`config.mk`:
```
export PLATFORM = sky130hd
export DESIGN_NAME = pipelined_ripple_adder
export DESIGN_NICKNAME = d
export VERILOG_FILES = /design/src/rtl/pipelined_ripple_adder.sv
export SDC_FILE = /design/constraint.sdc
export NUM_CORES = 1
export LEC_CHECK = 0
export CORE_MARGIN = 1.5
export CORE_UTILIZATION = 50
export CTS_BUF_LIST = sky130_fd_sc_hd__clkbuf_4
export CTS_CLUSTER_DIAMETER = 150
export DETAILED_ROUTE_END_ITERATION = 12
export GPL_TIMING_DRIVEN = 0
export PLACE_DENSITY = 0.69
export REMOVE_ABC_BUFFERS = 1
export SLEW_MARGIN = 20
export SYNTH_ARGS = -nofsm -noshare
export SYNTH_HDL_FRONTEND = slang
export SYNTH_SLANG_ARGS = --single-unit
```
`constraint.sdc`:
```
create_clock -name clk -period 3.25 [get_ports clk]
set_input_delay 0.65 -clock clk [delete_from_list [all_inputs] [get_ports clk]]
set_output_delay 0.65 -clock clk [all_outputs]
set_load 0.05 [all_outputs]
```
`src/rtl/pipelined_ripple_adder.sv`:
```
// Pipelined ripple-carry adder/subtractor.
// The operands are cut into WIDTH/SLICE slices. Pipeline stage k resolves slice k and
// passes its carry to stage k+1. Latency is WIDTH/SLICE register stages.
//
// Handshake: an input is taken on a rising edge where in_valid && in_ready. A result
// is consumed on a rising edge where out_valid && out_ready. The whole pipe moves
// together on adv = !out_valid || out_ready, and in_ready equals adv
// (combinational from out_ready). When adv is low, every stage holds its valid bit,
// data and carry.
module pipelined_ripple_adder #(
  parameter int WIDTH = 32,
  parameter int SLICE = 4
) (
  input  logic             clk,
  input  logic             reset_n,
  input  logic             in_valid,
  output logic             in_ready,
  input  logic [WIDTH-1:0] A,
  input  logic [WIDTH-1:0] B,
  input  logic             cin,
  input  logic             sub,
  output logic             out_valid,
  input  logic             out_ready,
  output logic [WIDTH-1:0] S,
  output logic             cout,
  output logic             ovf
);

  localparam int STAGES = WIDTH / SLICE;

  if (SLICE < 1 || WIDTH % SLICE != 0) begin : g_bad_params
    $error("pipelined_ripple_adder: WIDTH must be a non-zero multiple of SLICE");
  end

  // Per-stage registers. The operand registers hold only the slices that are not yet
  // consumed, and the sum register collects the slices resolved so far.
  logic             vld_q [STAGES];
  logic [WIDTH-1:0] a_q   [STAGES];
  logic [WIDTH-1:0] b_q   [STAGES];
  logic [WIDTH-1:0] s_q   [STAGES];
  logic             c_q   [STAGES];
  logic             ovf_q;

  // Stage inputs (the previous stage's registers, or the ports for stage 0) and the
  // next-state values.
  logic             vld_src [STAGES];
  logic [WIDTH-1:0] a_src   [STAGES];
  logic [WIDTH-1:0] b_src   [STAGES];
  logic [WIDTH-1:0] s_src   [STAGES];
  logic             c_src   [STAGES];
  logic [WIDTH-1:0] a_nxt   [STAGES];
  logic [WIDTH-1:0] b_nxt   [STAGES];
  logic [WIDTH-1:0] s_nxt   [STAGES];
  logic             c_nxt   [STAGES];
  logic             ovf_nxt;
  logic [SLICE:0]   slice_sum;
  logic [WIDTH-1:0] keep_mask;
  logic             adv;

  assign out_valid = vld_q[STAGES-1];
  assign S         = s_q[STAGES-1];
  assign cout      = c_q[STAGES-1];
  assign ovf       = ovf_q;
  assign adv       = !out_valid || out_ready;
  assign in_ready  = adv;

  // Route each stage's inputs. Subtraction uses A + ~B + 1, and in that mode cin is
  // ignored.
  always_comb begin
    vld_src[0] = in_valid;
    a_src[0]   = A;
    b_src[0]   = sub ? ~B : B;
    s_src[0]   = '0;
    c_src[0]   = sub | cin;
    for (int k = 1; k < STAGES; k++) begin
      vld_src[k] = vld_q[k-1];
      a_src[k]   = a_q[k-1];
      b_src[k]   = b_q[k-1];
      s_src[k]   = s_q[k-1];
      c_src[k]   = c_q[k-1];
    end
  end

  // Resolve one slice per stage. The last stage also derives the carry into the MSB
  // for the signed overflow flag.
  always_comb begin
    slice_sum = '0;
    keep_mask = '0;
    ovf_nxt   = 1'b0;
    for (int k = 0; k < STAGES; k++) begin
      slice_sum = {1'b0, a_src[k][k*SLICE +: SLICE]}
                + {1'b0, b_src[k][k*SLICE +: SLICE]}
                + {{SLICE{1'b0}}, c_src[k]};
      s_nxt[k]                   = s_src[k];
      s_nxt[k][k*SLICE +: SLICE] = slice_sum[SLICE-1:0];
      c_nxt[k]                   = slice_sum[SLICE];
      keep_mask = {WIDTH{1'b1}} << ((k + 1) * SLICE);
      a_nxt[k]  = a_src[k] & keep_mask;
      b_nxt[k]  = b_src[k] & keep_mask;
    end
    ovf_nxt = (a_src[STAGES-1][WIDTH-1] ^ b_src[STAGES-1][WIDTH-1]
               ^ s_nxt[STAGES-1][WIDTH-1]) ^ c_nxt[STAGES-1];
  end

  // Pipeline registers. Reset clears everything, which discards any in-flight
  // operations. Otherwise all stages advance together on adv.
  always_ff @(posedge clk or negedge reset_n) begin
    if (!reset_n) begin
      for (int k = 0; k < STAGES; k++) begin
        vld_q[k] <= 1'b0;
        a_q[k]   <= '0;
        b_q[k]   <= '0;
        s_q[k]   <= '0;
        c_q[k]   <= 1'b0;
      end
      ovf_q <= 1'b0;
    end else if (adv) begin
      for (int k = 0; k < STAGES; k++) begin
        vld_q[k] <= vld_src[k];
        a_q[k]   <= a_nxt[k];
        b_q[k]   <= b_nxt[k];
        s_q[k]   <= s_nxt[k];
        c_q[k]   <= c_nxt[k];
      end
      ovf_q <= ovf_nxt;
    end
  end

endmodule

```
==> metrics.md <==
| Metric | Value |
|---|---|
| Status | `finished, final reports clean` |
| FP Rows | `64` |
| CP startpoint | `out_ready` |
| Max-Cap Viols | `0` |
| Share of layout cells above drive strength 1 | `0.0998` |
| Worst-path clk slew | `approximately 0.060 ns` |
| RSZ-0062 raised after global routing | `false` |
| Setup_tns | `0 ns` |
| Combinational Power Share | `0.327` |
| Final setup fails | `0` |
| First-pass GRT wire length | `about 50,000 microns` |
| Post-route DRC violation count | `0` |
| Slew of the pin with the lowest slew margin | `roughly 0.66 ns` |
| Final Skew | `between 0.02 and 0.03 ns` |
| CP Capture Type | `primary output` |
| Synth Instances | `1,715` |
| Iteration-0 DRC Markers | `around 600` |
| Port bufs | `approximately 110` |
| Top Layer Used | `met4` |
| CTS tree | `yes` |
| Die ar. | `32,500 sq um` |
| Leakage | `9.71 nW` |
| Slew Limit Fails | `0` |
| Peak Freq | `between 300 and 400 MHz` |
| Number of synthesized flops with an enable pin | `0` |
| Final net count | `slightly below 2,000` |
| Hold crit path type | `in2async` |
| Core area | `slightly above 30,000 sq um` |
| Met1 WL | `12,500 microns` |
| Final hold viol count | `0` |
| Wire length per cell | `about 12 microns` |
| GPL Wtd Cong | `about 0.72` |
| Worst Setup Start Kind | `input pin` |
| Syn_area_per_cell | `9.15 sq um` |
| Area grow syn2layout | `18.3%` |
| Top cells by count, synth | `984 x nand2_1, 385 x dfrtp_1, 61 x buf_2, 61 x o21ai_0, 33 x nor2_1` |
| Min Clock Period, post-route | `roughly 3.1 ns` |
| Root Driver | `clkbuf_4` |
| Int Power | `around 0.012 W` |
| Worst IR Drop VDD | `around 0.45 mV` |
| Die Y | `180 microns` |
| Placed wire-length estimate | `between 15,000 and 20,000 microns` |
| Gr ovfl total | `0` |
| Switching power share of the total | `0.360` |
| Worst endpoint required time | `approximately 2.6 ns` |
| CTS buffer count | `~100` |
| Sequential-to-total area share from yosys stat | `0.614` |
| Switching pwr | `about 0.0065 W` |
| Library cells used by synthesis | `23` |
| Via density | `approximately 4.8` |
| Clk Latency, worst-skew pair | `~0.7 ns` |
| Yosys warnings | `0` |
| GRT Overall Usage | `0.183` |
| Slowest stage delay, CP | `0.50 ns` |
| I/O Pins | `106` |
| Area of the mapped netlist | `15,700 sq um` |
| Cell mode on critical path | `buf_16` |
| Total Wirelength | `27,800 microns` |
| Fin util | `0.604` |
| Primary FF master, synth | `dfrtp_1` |
| Synthesized flop and latch total | `slightly below 400` |
| Via count | `11,100` |
| Total Power | `around 0.018 W` |
| PD cells | `975 nW/um^2` |
| RR Startpoint | `out_valid` |
| Synth area leaders | `dfrtp_1 61%, nand2_1 24%, fa_1 2.0%` |
| H-tree Lvls | `3` |
| Dominant cell type by area after synthesis | `dfrtp_1` |
| Largest net degree at the start of global routing | `between 100 and 150` |
| Period utilization | `0.951` |
| Max FO, Critical Path | `50` |
| Slew Limit Headroom | `0.558` |
| Slowest cell on the critical path | `clkdlybuf4s50_1` |
| Antenna violations before repair | `1` |
| Chip Width | `180 microns` |
| Cells along the critical path | `clkdlybuf4s50_1 > nor2b_4 > buf_16 > buf_16 > inv_16 > buf_16 > buf_4` |
| Routed wl met2 | `about 14,000 microns` |
| Clock power share | `0.228` |
| First-pass iteration count of the detailed router | `6` |
| Async set-or-reset flop fraction in the synthesized netlist | `1.00` |
| Worst Setup Path Type | `in2out` |
| Initial cell density of the core | `0.510` |
| Top-count cell post-synth | `nand2_1` |
| Vias in the first global route | `~11,000` |
| Sequential Power Share | `0.446` |
| CP Data Arrival Time | `2.44 ns` |
| Met3 wire length | `about 1100 microns` |
| Clk sink count | `385` |
| Routed Antenna Nets | `0` |
| Clk buf depth | `3` |
| Top cell type's share of synthesized area | `0.614` |
==> registers in the layout, summed over array words and instances (netlist names) <==
signal and count:
ovf 1, b_q 28, cout 1, vld_q 7, s_nxt 112, S 32, a_q 28, c_q 7
b_nxt 84, out_valid 1, a_nxt 84
==> repair_timing <==
action / 4_1_cts / 5_1_grt
hold endpoints to repair: 50 / 0
setup endpoints to repair: 1 / 1
buffers inserted: 1 / 0
hold buffers: 1 / 0
gates resized for setup: 8 / 0
gates cloned: 6 / 0
==> stage by stage <==
stage | instances | hold WS (ns) | instance area (sq um) | setup WS [ns]
finish | 2321 | 0.440 | 18600 | 0.159
global route | 2321 | 0.396 | 18600 | 0.0608
CTS | 2321 | 0.357 | 18600 | 0.0473
detailed placement | 2145 | 0.447 | 17200 | -1.37
global placement | 2127 | 0.442 | 16700 | -16.55
floorplan | 1626 | 0.354 | 15200 | -7.80
==> worst paths after layout <==
check	to	slack, ns	cells past startpoint
min in group clk	vld_q[1]	0.46	2
hold reg to reg	vld_q[1]	0.46	2
setup / recovery	in_ready	0.16	7
hold / removal	s_nxt[50]	0.44	2
setup reg to reg	s_nxt[166]	1.12	7
max in group asynchronous	s_nxt[162]	1.60	4
==> power by group through the flow <==
stage               logic, W  clock network [W]  registers [W]
detailed placement   0.00588                  0        0.00816
CTS                  0.00605            0.00429        0.00808
global route         0.00679            0.00453        0.00837
global placement     0.00574                  0        0.00811
finish               0.00591            0.00412        0.00807
floorplan            0.00366                  0        0.00862
==> final cells by class <==
type | instances | area, sq um
fill | 2769 | 12200
sequential | 385 | 9630
multi-input combinational | 1214 | 5470
timing repair buffer | 126 | 1570
clock buffer | 153 | 1150
tap | 396 | 495
inverter | 28 | 121
clock inverter | 16 | 114
timing repair inverter | 2 | 17.5
antenna | 1 | 2.50
==> critical path: cells and delay by family <==
kind	cells	cell delay [ns]
and+or+nand+nor	1	0.20
buffers and inverters	6	1.48
==> routing by layer <==
layer  track usage  vias up
li1              -     5578
met1         0.226     5315
met2         0.315      183
met3        0.0386       65
met4        0.0773        0
met5             0        -
==> logic make-up after synthesis <==
kind of cell,synth area share
AOI/OAI and AO/OA,0.0338
xor gates and xnor gates,0.0251
adders and majority gates,0.0396
buffers and inverters,0.0381
DFF,0.614
muxes,0.000718
and+or+nand+nor,0.249
==> cell usage in the layout (no fill, tap or decap), drive strengths merged, types with 2 or more instances in the layout <==
cell type,count
bufbuf,3
o21ai,61
clkdlybuf4s50,102
inv,31
bufinv,2
clkbuf,153
ha,24
xnor2,30
xor2,15
a21o,7
fa,16
nor2,33
nand2,984
a21oi,30
dfrtp,385
clkinv,13
nand2b,2
buf,20
nor2b,9
(Power assumes the default switching activity.)
==> RTL edit 1: new RTL, same flow settings <==
Set the parameter `SLICE` to 8 (it was 4).
--- a/src/rtl/pipelined_ripple_adder.sv
+++ b/src/rtl/pipelined_ripple_adder.sv
@@ -9,7 +9,7 @@
 // data and carry.
 module pipelined_ripple_adder #(
   parameter int WIDTH = 32,
-  parameter int SLICE = 4
+  parameter int SLICE = 8
 ) (
   input  logic             clk,
   input  logic             reset_n,
Function: changed (a bounded check fails within 10 cycles, from zero or initial values and one cycle with reset_n low).
==> RTL edit 1 against the original RTL <==
  * Wire length shrank 45%
  * Sequential cell count shrank 200
  * Worst hold slack better by 38 ps
  * Largest cell class unchanged
  * First-iteration DRC count down 47%
  * Sequential share of layout area decreased by 5.7 points
  * Worst setup slack lost 36 ps
  * Synthesized area fell by 46%
  * Clock skew down 12 ps
  * Design area shrank 46%
  * Synthesized cell count shrank 46%
  * Total power decreased by 48%
  * Fmax is 1.2% lower
==> RTL edit 1: results (changes against the original RTL) <==
Critical Path AT 2480 ps (+40 ps); XOR/XNOR Fraction of Synth Area 0.05519 (+0.03007); H-tree Lvls 4 (+1); part of the cycle the worst path needs 0.9623 (+0.01110); CP startpoint out_ready; post_cts resized 4 (-4); worst slack at placement -650.2 ps (+717.7 ps); Synth area leaders dfrtp_1 (55%), nand2_1 (20%), ha_1 (4.2%), xnor2_1 (4.0%), o21ai_0 (2.1%); first-pass GRT wire length 26590 µm (-47%); reg2reg setup slack 680 ps (-440 ps); final instance area 0.01001 mm² (-46%); ys async rst share 1.000 (unchanged); Synth Area in Compound Gates 0.07528 (+0.04146); Finished Layout Cells 1245 (-46%); hold endpoint b_nxt[57]$_DFFE_PN0P_; reg-to-reg endpoint s_nxt[70]$_DFFE_PN0P_; drt via density 4.839 (+0.82%); skew final 14.29 ps (-11.59 ps); DR WL/cell 12.29 µm (+2.5%); CTS Buf Count 17 (-83%); initial antenna violation count 1 (unchanged); Crit Path Max Fanout 72 (+44%); HP Class register to register; Worst IR Drop VDD 0.4596 mV (+1.4%); pin count of the biggest net entering global routing 97 (-34%); R2R depth 10 (+3); number of global-route vias before repair 5740 (-49%); Adder-Cell Fraction of Synth Area 0.06070 (+0.02114); Gate Count Post-Synth 924 (-46%); Max clock buf depth 2 (-1); Placement Cell Area 0.009761 mm² (-43%); status complete, no violations; reg2reg start out_valid$_DFFE_PN0P_; Pleak 4.882 nW (-50%); hold_buf cts 1 (unchanged); top cells by count, synth nand2_1 (440), dfrtp_1 (185), xnor2_1 (38); fill count 1505 (-46%); worst skew pair latency 560 ps (-150 ps); Worst-path clk slew 140 ps (+80 ps); share of cells above drive strength 1 0.05273 (-0.04706); CP max stage cell clkdlybuf4s50_1; mux contribution to synthesized area 0 (-0.0007177); Max stage delay on crit path 620 ps (+120 ps); sequential-to-total area share from yosys stat 0.5504 (-0.06360); Layout Nets 1117 (-43%); total iterations of the first detailed-routing run 4 (-2); Slew @ Worst Pin 624.7 ps (-38.58 ps); library cells used by synthesis 46 (+100%); Final GP Congestion 0.8001 (+11%); Largest register FFs 48 (-57%); min-delay src b_nxt[89]$_DFFE_PN0P_; crit path to in_ready; 1st-iter DRT viols 314 (-47%); GRT Overall Usage 0.1879 (+0.004553); post-DP HPWL 10250 µm (-35%)
RTL edit 1: metrics by stage:
stage               hold WS [ps]  total power [mW]
floorplan                  354.4             7.102
global placement           440.7             8.284
detailed placement         453.4             8.461
CTS                        453.0             9.573
global route               463.8             10.28
finish                     478.0             9.444
RTL edit 1: layer usage:
| metal | routed length, µm | GRT usage | up-vias |
|---|---|---|---|
| met1 | 7382 | 0.2522 | 2793 |
| li1 | - | - | 3117 |
| met3 | 503 | 0.03640 | 18 |
| met4 | 252 | 0.06288 | 0 |
| met2 | 7169 | 0.3089 | 97 |
| met5 | 0 | 0 | - |
RTL edit 1: layout make-up:
class | count | area share
clock buffers | 19 | 0.01424
flip-flops and latches | 185 | 0.4623
clock inverters | 13 | 0.008246
diodes | 1 | 0.0002499
inverters | 9 | 0.004623
well taps | 220 | 0.02749
multi-input cells | 681 | 0.3529
repair buffers | 117 | 0.1299
RTL edit 1: power by group:
part	internal, mW	switching (mW)
combinational	1.81	2.67
sequential	3.32	0.558
clock	0.310	0.769
total	5.45	4.00
==> RTL edit 2: new RTL, config.mk and constraints unchanged <==
Without the edit above. Reset style: synchronous (`reset_n`), changed in one clocked block.
--- a/src/rtl/pipelined_ripple_adder.sv
+++ b/src/rtl/pipelined_ripple_adder.sv
@@ -104,7 +104,7 @@
 
   // Pipeline registers. Reset clears everything, which discards any in-flight
   // operations. Otherwise all stages advance together on adv.
-  always_ff @(posedge clk or negedge reset_n) begin
+  always_ff @(posedge clk) begin
     if (!reset_n) begin
       for (int k = 0; k < STAGES; k++) begin
         vld_q[k] <= 1'b0;
Formal check against the unedited RTL: differs if reset_n is asserted again (counterexample within 10 cycles, from zero or initial values and one cycle with reset_n low); with reset_n held inactive, the same outputs for 10 cycles.
==> RTL edit 2 against the original RTL <==
  * Non-clock buffer count fell by 8
  * Clock skew increased by 27 ps
  * First-iteration DRC count down 15%
  * Critical path depth down 3
  * Worst setup slack better by 2.3 ps
  * Cell count fell by 30%
  * Synthesized area up 0.54%
  * Sequential cell count stayed put
  * Design area is 1.1% lower
  * Wire length is 18% lower
  * Fmax barely moved
  * Core utilization down 0.82 points
Power is not compared: it rests on default switching activity, and its combinational part moved more than twofold at a synthesized area within 25%.
==> RTL edit 2: results (changes against the original RTL) <==
Placement Cell Area 0.01714 mm² (-0.40%); Synth area leaders edfxtp_1 (73%), and3_1 (10%), and2_1 (2.5%), fa_1 (2.0%), ha_1 (1.9%); share of cells above drive strength 1 0.1354 (+0.03561); met2 wire len 11480 µm (-15%); Avg Cell Area, Syn 15.53 µm² (+70%); library cells used by synthesis 29 (+26%); mux contribution to synthesized area 0.0006345 (-0.00008319); Vias 8283 (-26%); pin count of the biggest net entering global routing 148 (+0.68%); reg-to-reg endpoint b_q[0][7]$_SDFFCE_PN0P_; GRT Overall Usage 0.1430 (-0.04043); DR WL/cell 14.13 µm (+18%); fill count 2384 (-14%); Adder-Cell Fraction of Synth Area 0.03934 (-0.0002133); total iterations of the first detailed-routing run 4 (-2); HP Class input port to register; XOR/XNOR Fraction of Synth Area 0.02221 (-0.002911); Finished Layout Cells 1623 (-30%); R2R depth 6 (-1); global routing usage on met1 0.1740 (-0.05206); met3 WL 1406 µm (+25%); status complete, no violations; Final GP Congestion 0.7359 (+2.5%); 1st-iter DRT viols 509 (-15%); ys async rst share 0 (-1.000); Synth Area in Compound Gates 0.01198 (-0.02184); Setup Buffers After CTS 0 (-1); Final Critical Period 3089 ps (-2.253 ps); reg2reg start vld_q[1][3]$_SDFFCE_PN0P_; post_cts resized 1 (-7); Slew @ Worst Pin 631.2 ps (-32.07 ps); placed insts 1455 (-32%)
-- RTL edit 2: changes by cell type after synthesis, moves of 43 or more --
cell / unedited run / this run
o21ai_0: 61 / 11
edfxtp_1: 0 / 382
nand2_1: 984 / 2
buf_2: 61 / 18
dfrtp_1: 385 / 0
and2_1: 0 / 64
and3_1: 0 / 258
-- RTL edit 2: area by class of cell --
type,count,area [µm²],area share
inverters,36,135.1,0.007358
flip-flops and latches,385,11530,0.6279
clock inverters,27,173.9,0.009471
multi-input cells,521,3596,0.1958
diodes,1,2.502,0.0001363
well taps,396,495.5,0.02698
repair buffers,118,1386,0.07549
clock buffers,139,1044,0.05682
-- RTL edit 2: power by group through the flow --
stage	registers (mW)	logic [mW]	clock network, mW
after floorplan	5.72	0.188	0
after global placement	5.72	0.382	0
after detailed placement	5.72	0.394	0
after CTS	5.62	0.397	4.11
after global routing	5.63	0.436	4.36
final	5.62	0.387	3.93
